===== src/rtl/vga_sync_output.sv =====
// 640x480@60 VGA raster generator: drives pixel coordinates upstream, takes the
// returning RRRGGGBB pixel back and emits 24-bit colour with syncs aligned to it.
module vga_sync_output #(
    parameter int unsigned H_ACTIVE = 640,
    parameter int unsigned H_FP     = 16,
    parameter int unsigned H_SYNC   = 96,
    parameter int unsigned H_BP     = 48,
    parameter int unsigned V_ACTIVE = 480,
    parameter int unsigned V_FP     = 10,
    parameter int unsigned V_SYNC   = 2,
    parameter int unsigned V_BP     = 33,
    parameter int unsigned PIPE_LAT = 2
) (
    input  logic        clk,
    input  logic        resetN,
    input  logic [7:0]  pixelRGB,
    output logic [10:0] pixelX,
    output logic [10:0] pixelY,
    output logic        startOfFrame,
    output logic [7:0]  red,
    output logic [7:0]  green,
    output logic [7:0]  blue,
    output logic        hsyncN,
    output logic        vsyncN,
    output logic        blankN
);

    localparam int unsigned CW       = 11;
    localparam int unsigned H_TOTAL  = H_ACTIVE + H_FP + H_SYNC + H_BP;
    localparam int unsigned V_TOTAL  = V_ACTIVE + V_FP + V_SYNC + V_BP;
    localparam int unsigned HS_START = H_ACTIVE + H_FP;
    localparam int unsigned HS_END   = HS_START + H_SYNC - 1;
    localparam int unsigned VS_START = V_ACTIVE + V_FP;
    localparam int unsigned VS_END   = VS_START + V_SYNC - 1;
    localparam int unsigned FLAG_W   = 3;
    localparam int unsigned DLY_W    = FLAG_W * PIPE_LAT;

    localparam logic [CW-1:0] H_LAST   = CW'(H_TOTAL - 1);
    localparam logic [CW-1:0] V_LAST   = CW'(V_TOTAL - 1);
    localparam logic [CW-1:0] H_ACT_LIM = CW'(H_ACTIVE);
    localparam logic [CW-1:0] V_ACT_LIM = CW'(V_ACTIVE);
    localparam logic [CW-1:0] HS_LO    = CW'(HS_START);
    localparam logic [CW-1:0] HS_HI    = CW'(HS_END);
    localparam logic [CW-1:0] VS_LO    = CW'(VS_START);
    localparam logic [CW-1:0] VS_HI    = CW'(VS_END);

    typedef struct packed {
        logic active;
        logic hs;
        logic vs;
    } flags_t;

    // run_q holds the counters at 0,0 for the first edge after reset release
    logic           run_q, run_d;
    logic [CW-1:0]  x_q, x_d;
    logic [CW-1:0]  y_q, y_d;
    logic           sof_q, sof_d;

    flags_t                  raw_c;
    flags_t [PIPE_LAT-1:0]   dly_q, dly_d;
    flags_t                  tail_c;

    logic [7:0]     red_q, red_d;
    logic [7:0]     green_q, green_d;
    logic [7:0]     blue_q, blue_d;
    logic           hs_n_q, hs_n_d;
    logic           vs_n_q, vs_n_d;
    logic           blank_n_q, blank_n_d;

    // Raster counters and start-of-frame pulse
    always_comb begin
        run_d = 1'b1;
        x_d   = x_q;
        y_d   = y_q;
        if (run_q) begin
            if (x_q == H_LAST) begin
                x_d = '0;
                y_d = (y_q == V_LAST) ? '0 : y_q + CW'(1);
            end else begin
                x_d = x_q + CW'(1);
            end
        end
        sof_d = (x_d == '0) && (y_d == '0);
    end

    // Raw flags for the coordinate currently presented; forced idle before the first frame
    always_comb begin
        raw_c        = '0;
        raw_c.active = run_q && (x_q < H_ACT_LIM) && (y_q < V_ACT_LIM);
        raw_c.hs     = run_q && (x_q >= HS_LO) && (x_q <= HS_HI);
        raw_c.vs     = run_q && (y_q >= VS_LO) && (y_q <= VS_HI);
    end

    // Flag delay line: the top stage drops out as the new flags shift in at stage 0
    always_comb begin
        dly_d  = DLY_W'({dly_q, raw_c});
        tail_c = dly_q[PIPE_LAT-1];
    end

    // Output stage: delayed flags and returning pixel registered together
    always_comb begin
        blank_n_d = tail_c.active;
        hs_n_d    = ~tail_c.hs;
        vs_n_d    = ~tail_c.vs;
        red_d     = '0;
        green_d   = '0;
        blue_d    = '0;
        if (tail_c.active) begin
            red_d   = {pixelRGB[7:5], pixelRGB[7:5], pixelRGB[7:6]};
            green_d = {pixelRGB[4:2], pixelRGB[4:2], pixelRGB[4:3]};
            blue_d  = {pixelRGB[1:0], pixelRGB[1:0], pixelRGB[1:0], pixelRGB[1:0]};
        end
    end

    always_ff @(posedge clk or negedge resetN) begin
        if (!resetN) begin
            run_q     <= 1'b0;
            x_q       <= '0;
            y_q       <= '0;
            sof_q     <= 1'b0;
            dly_q     <= '0;
            red_q     <= '0;
            green_q   <= '0;
            blue_q    <= '0;
            hs_n_q    <= 1'b1;
            vs_n_q    <= 1'b1;
            blank_n_q <= 1'b0;
        end else begin
            run_q     <= run_d;
            x_q       <= x_d;
            y_q       <= y_d;
            sof_q     <= sof_d;
            dly_q     <= dly_d;
            red_q     <= red_d;
            green_q   <= green_d;
            blue_q    <= blue_d;
            hs_n_q    <= hs_n_d;
            vs_n_q    <= vs_n_d;
            blank_n_q <= blank_n_d;
        end
    end

    assign pixelX       = x_q;
    assign pixelY       = y_q;
    assign startOfFrame = sof_q;
    assign red          = red_q;
    assign green        = green_q;
    assign blue         = blue_q;
    assign hsyncN       = hs_n_q;
    assign vsyncN       = vs_n_q;
    assign blankN       = blank_n_q;

endmodule


===== config.mk =====
export PLATFORM = sky130hd
export DESIGN_NAME = vga_sync_output
export DESIGN_NICKNAME = d
export VERILOG_FILES = /design/src/rtl/vga_sync_output.sv
export SDC_FILE = /design/constraint.sdc
export NUM_CORES = 1
export LEC_CHECK = 0
export BUFFER_PORTS_ARGS = -buffer_cell sky130_fd_sc_hd__buf_2
export CAP_MARGIN = 30
export CORE_UTILIZATION = 55
export DETAILED_ROUTE_END_ITERATION = 8
export PLACE_DENSITY = 0.86
export SLEW_MARGIN = 20
export SYNTH_ARGS = -nofsm -noshare
export SYNTH_HDL_FRONTEND = slang
export SYNTH_SLANG_ARGS = --single-unit

===== constraint.sdc =====
create_clock -name clk -period 4 [get_ports clk]
set_clock_uncertainty 0.05 [all_clocks]
set_input_delay 0.4 -clock clk [delete_from_list [all_inputs] [get_ports clk]]
set_output_delay 0.4 -clock clk [all_outputs]
set_load 0.05 [all_outputs]

After elaboration in Yosys (flattened, before gate mapping)

Index checks and enable logic that the tools add are counted.

Register bits: 57
Bits of input ports: 10
Output and inout port bits: 50
Word-level logic and storage cells: 45

Add/subtract/negate cells: 2
$lt $le $gt $ge: 6
Eq/ne operators: 2
Mux-type cells: 8
Bitwise operators: 2
Reductions and logical operators: 9

Operator list:

| kind                                                                | number |
|---|---|
| 2-to-1 mux 11 bit                                                   | 5 |
| 2-to-1 mux 8 bit                                                    | 3 |
| adder 11 x 1 -> 11 bit, second input constant                       | 2 |
| == test 11 x 10 -> 1 bit, second input constant                     | 2 |
| logical NOT 11 bit                                                  | 2 |
| greater-or-equal comparator 11 x 10 -> 1 bit, second input constant | 1 |
| greater-or-equal comparator 11 x 9 -> 1 bit, second input constant  | 1 |
| <= comparator 11 x 10 -> 1 bit, second input constant               | 1 |
| <= comparator 11 x 9 -> 1 bit, second input constant                | 1 |
| less-than comparator 11 x 10 -> 1 bit, second input constant        | 1 |
| less-than comparator 11 x 9 -> 1 bit, second input constant         | 1 |
| logical AND 1 bit                                                   | 7 |
| NOT 1 bit                                                           | 2 |

Logic depth before layout (Yosys ltp)

Depth in word-level cells: 6
Mapped depth: 8
Gate-level depth less buffers: 8

Least setup slack after synthesis

No wires, ideal clock.

Kind: register to register
From: register x_q[0] (netlist: pixelX[0])
To: register sof_q (netlist: startOfFrame)
Setup time: 0.068 ns
Arrival time: 2.710 ns
Required time: 3.882 ns
Slack: 1.172 ns
Stages on the path, launching flop included: 9
Buffers on the path: 1
Period minus slack after synthesis: 2.828 ns
Cells stage by stage: dfrtp_1 ha_1 nand4_1 or3_1 buf_2 or4_1 o311ai_1 nand4_1 and4b_1

Word-level cells in the longest chain between the ends: 5
Elaborated cells between the ends (all ways): 9
Classes of those cells: add/sub: 1; eq/ne: 1; mux: 4; reduce/logical: 3

RTL lines:

| what                                                               | RTL line | text |
|---|---|---|
| start: declaration                                                 | 55       | `logic [CW-1:0] x_q, x_d;` |
| start signal: assignment                                           | 118      | `x_q <= '0;` |
| start signal: assignment                                           | 130      | `x_q <= x_d;` |
| adder 11 x 1 -> 11 bit or == test 11 x 10 -> 1 bit (tied branches) | 80, 76   |  |
| 2-to-1 mux 11 bit                                                  | 76       | `if (x_q == H_LAST) begin` |
| 2-to-1 mux 11 bit                                                  | 75       | `if (run_q) begin` |
| logical NOT 11 bit                                                 | 83       | `sof_d = (x_d == '0) && (y_d == '0);` |
| logical AND 1 bit *                                                | 83       |  |
| named net sof_d                                                    | 57       | `logic sof_q, sof_d;` |
| end signal: assignment                                             | 120      | `sof_q <= 1'b0;` |
| end signal: assignment                                             | 132      | `sof_q <= sof_d;` |
| end: declaration                                                   | 57       |  |

Mark *: on every way through the listed nets, which the timed path passes. The rest lies on a longest branch.

Worst setup path after layout

From: register x_q[0] (netlist: pixelX[0])
To: register sof_q (netlist: startOfFrame)

Word-level cells in the longest chain between the ends: 5
Elaborated cells between the ends (all ways): 9
Classes of those cells: add/sub: 1; eq/ne: 1; mux: 4; reduce/logical: 3

RTL lines:

| what                     | RTL line | text |
|---|---|---|
| == test 11 x 10 -> 1 bit | 76       |  |
| 2-to-1 mux 11 bit        | 76       |  |
| 2-to-1 mux 11 bit        | 75       |  |
| named net y_d[7]         | 56       | `logic [CW-1:0] y_q, y_d;` |
| logical NOT 11 bit       | 83       |  |
| logical AND 1 bit        | 83       |  |
| named net sof_d          | 57       |  |

The timed path passes the listed nets, and every way through them passes these cells.

==> run summary <==
Highest clock rate: 344 MHz
Mean area per synthesized cell: 9.90 um2
Initial core utilization: 59.7%
Vias in the first global route: 1514
Critical path's largest stage delay: 0.91 ns
Antenna violation net count after detailed routing: 0
TritonCTS clock tree: done
Total I/O pin count: 60
Top post-synthesis cells by area: dfrtp_1 47%, buf_4 5.8%, xnor2_1 3.8%
Residual DRC: 0
Mapped Nets: 223
Number of setup violations in the final report: 0
Die outline area: 0.00401 mm2
Top Family by Delay on Critical Path: simple AND/OR/NAND/NOR gates
Count of routing violations after the opening detailed-route iteration: 58
Count of vias placed by the detailed router: 1690
Gr ovfl total: 0
Iteration count of the initial detailed-routing pass: 4
Max Transition Viols Final: 0
Number of gates resized after cts: 0
Core area: 0.00347 mm2
Hold crit path type: in -> reg
Number of sinks handled by clock tree synthesis: 41
Dpl ws: 1.15 ns
Area Overhead vs Synth: 16.3%
Highest fanout seen on the critical path: 17
Yosys warning count: 0
Fraction of final layout cells sized beyond drive strength 1: 29.0%
Number of cells in the finished layout apart from fillers: 298
Sequential-to-total area share from yosys stat: 49.7%
Worst Setup Slack, final: 1.09 ns
Yosys top cell by area: dfrtp_1
Detail Placement HPWL: 2980 um
Average wire per standard cell: 14.0 um
Post-synth EDFFs: 0
Final critical-path required period: 2.91 ns
Run status: complete, no violations
Data arrival time of the critical path: 3.08 ns
Die outline width: 63.3 um
Normalized max-slew margin: 36.3%
Library cells used by synthesis: 47
Synthesis-stage register bit count: 41
Hold Fails Final Rpt: 0
Share of async-settable or async-resettable flops after synthesis: 100%
Cell area after synthesis: 0.00207 mm2
First-pass GRT wire length: 7010 um
Clock Latency Late Sink: 0.29 ns
Type of the worst setup path: reg -> reg
Antenna cells: 0
# rows: 21
Worst slew pin tran: 0.951 ns
Clock root buffer master: clkbuf_8
Crit path buffers/inverters: 0
Element type at the critical path end: flip-flop
Number of nets at the end of the flow: 266
Power density relative to cell area: 468 mW/mm2
Count of H-tree levels built during CTS: 2
CP Cell Sequence: ha_1 > nand4_1 > nor3_2 > nand4_1 > xnor2_1 > a221oi_1 > and4b_1
Number of CTS-inserted buffers: 5
Period utilisation layout: 72.6%
Type of origin of the critical path: flip-flop
Cell at the slowest stage of the critical path: nor3_2
Overall global routing resource usage: 22.9%
Tot Pwr: 0.00113 W
Max-cap violations: 0
Weighted congestion at the end of routability-driven global placement: 0.907
Detailed-route vias per instance: 5.67
Setup repair after global routing missed its margin: no
Synth Instances: 209
Primary flip-flop cell chosen by synthesis mapping: dfrtp_1
Setup_tns: 0 ns
Maximum buffer depth of the clock tree: 2
Antenna violations before repair: 0
Maximum vdd drop: 399 uV
Largest net degree at the start of global routing: 42
Post-Route Hold Slack: 0.279 ns
Number of port buffers: 59
Clock transition time at the flip-flop clock pins of the worst setup and hold paths: 0.07 ns
Layout fillers: 279
Leakage Power: 1.18 nW
Placed cells: 289
DIE HEIGHT: 63.3 um
Final wirelength: 4170 um
Most repeated library cell on the critical path: nand4_1
Area share of the largest cell type after synthesis: 47.2%
Worst endpoint required time: 4.18 ns
[synthesized netlist by cell type, types with 2 or more instances]
cell      instances
clkbuf_1          7
a21o_1            2
nand3_1          11
inv_1            10
nand4_1           9
xnor2_1           9
ha_1              4
nor4_1            2
xor2_1            4
nor2_1           10
or3_1             2
dfstp_2           2
nor3b_1           2
o31ai_1           3
dfrtp_1          39
a21oi_1           6
o22ai_1           2
o21ai_0           8
buf_4            16
nand2_1          13
and2_1            9
nor3_1           11
a31oi_1           2
buf_2             2
nor4b_1           2
[through the flow]
stage	instance area (um2)	util [%]
floorplan	2070	-
global placement	2270	65.3
detailed placement	2270	65.3
CTS	2370	68.3
global route	2410	69.4
finish	2410	69.4
[metal layers]
layer / track usage (%) / share of wire [%] / vias up
li1: - / - / 811
met3: 6.88 / 7.8 / 7
met2: 37.2 / 49 / 74
met4: 7.67 / 1.3 / 0
met5: 0 / 0 / -
met1: 29.0 / 42 / 798
[registers in the layout (all words and copies together), names as in the netlist]
name	count
vsyncN	1
hsyncN	1
startOfFrame	1
pixelX	11
blue	2
blankN	1
green	3
dly_q	2
dly_d	3
red	3
pixelY	11
blank_n_d	1
run_q	1
[path summary, 6_finish.rpt]
path                                startpoint                endpoint  slack (ns)  depth (start not counted)
max reg2reg                pixelX[0]$_DFF_PN0_  startOfFrame$_DFF_PN0_        1.09                          7
max in group asynchronous               resetN        hsyncN$_DFF_PN1_        2.85                          3
min in group asynchronous               resetN     pixelY[1]$_DFF_PN0_        0.51                          2
max                        pixelX[0]$_DFF_PN0_  startOfFrame$_DFF_PN0_        1.09                          7
min reg2reg                 dly_d[4]$_DFF_PN0_      dly_q[4]$_DFF_PN0_        0.29                          0
min                                pixelRGB[0]       blue[6]$_DFF_PN0_        0.28                          2
[kinds of logic (layout without fill, tap and decap cells)]
logic type / count (synthesis) / after routing / synth area share (%)
AOI/OAI and AO/OA: 32 / 32 / 10.1
xor gates and xnor gates: 13 / 13 / 5.50
adders and majority gates: 4 / 4 / 2.42
buffers and inverters: 35 / 78 / 9.37
DFF: 41 / 41 / 49.7
muxes: 2 / 2 / 1.03
other: 1 / 1 / 0.181
and+or+nand+nor: 81 / 81 / 21.7
[cell usage in the layout, fill, tap and decap left out, types with 3 or more instances in the layout]
| cell | Yosys | layout |
|---|---|---|
| xnor2_1 | 9 | 9 |
| inv_1 | 10 | 10 |
| o31ai_1 | 3 | 3 |
| dfrtp_1 | 39 | 39 |
| nand4_1 | 9 | 9 |
| nand3_1 | 11 | 11 |
| nor2_1 | 10 | 10 |
| xor2_1 | 4 | 4 |
| and2_1 | 9 | 9 |
| nand2_1 | 13 | 13 |
| clkbuf_8 | 0 | 5 |
| o21ai_0 | 8 | 8 |
| a21oi_1 | 6 | 6 |
| nor3_1 | 11 | 11 |
| ha_1 | 4 | 4 |
| buf_2 | 2 | 59 |
[report_power, final]
group / switching, W / internal, W
Combinational: 0.000219 / 0.0000839
Sequential: 0.0000616 / 0.000447
Clock: 0.000134 / 0.000181
[cell type report]
class / instances / area (um2) / share of cell area, %
Sequential cell: 41 / 1030 / 42.7
Multi-Input combinational cell: 133 / 847 / 35.2
Timing Repair Buffer: 61 / 333 / 13.8
Clock buffer: 5 / 68.8 / 2.86
Tap cell: 46 / 57.6 / 2.39
Inverter: 10 / 37.5 / 1.56
Clock inverter: 2 / 35.0 / 1.46
[what timing repair did]
action                                 in CTS  in global routing
endpoints found under the hold margin       0                 15
hold buffers                                0                  1
setup buffers                               0                  0
Note: power is estimated with default switching activity, not from simulation.
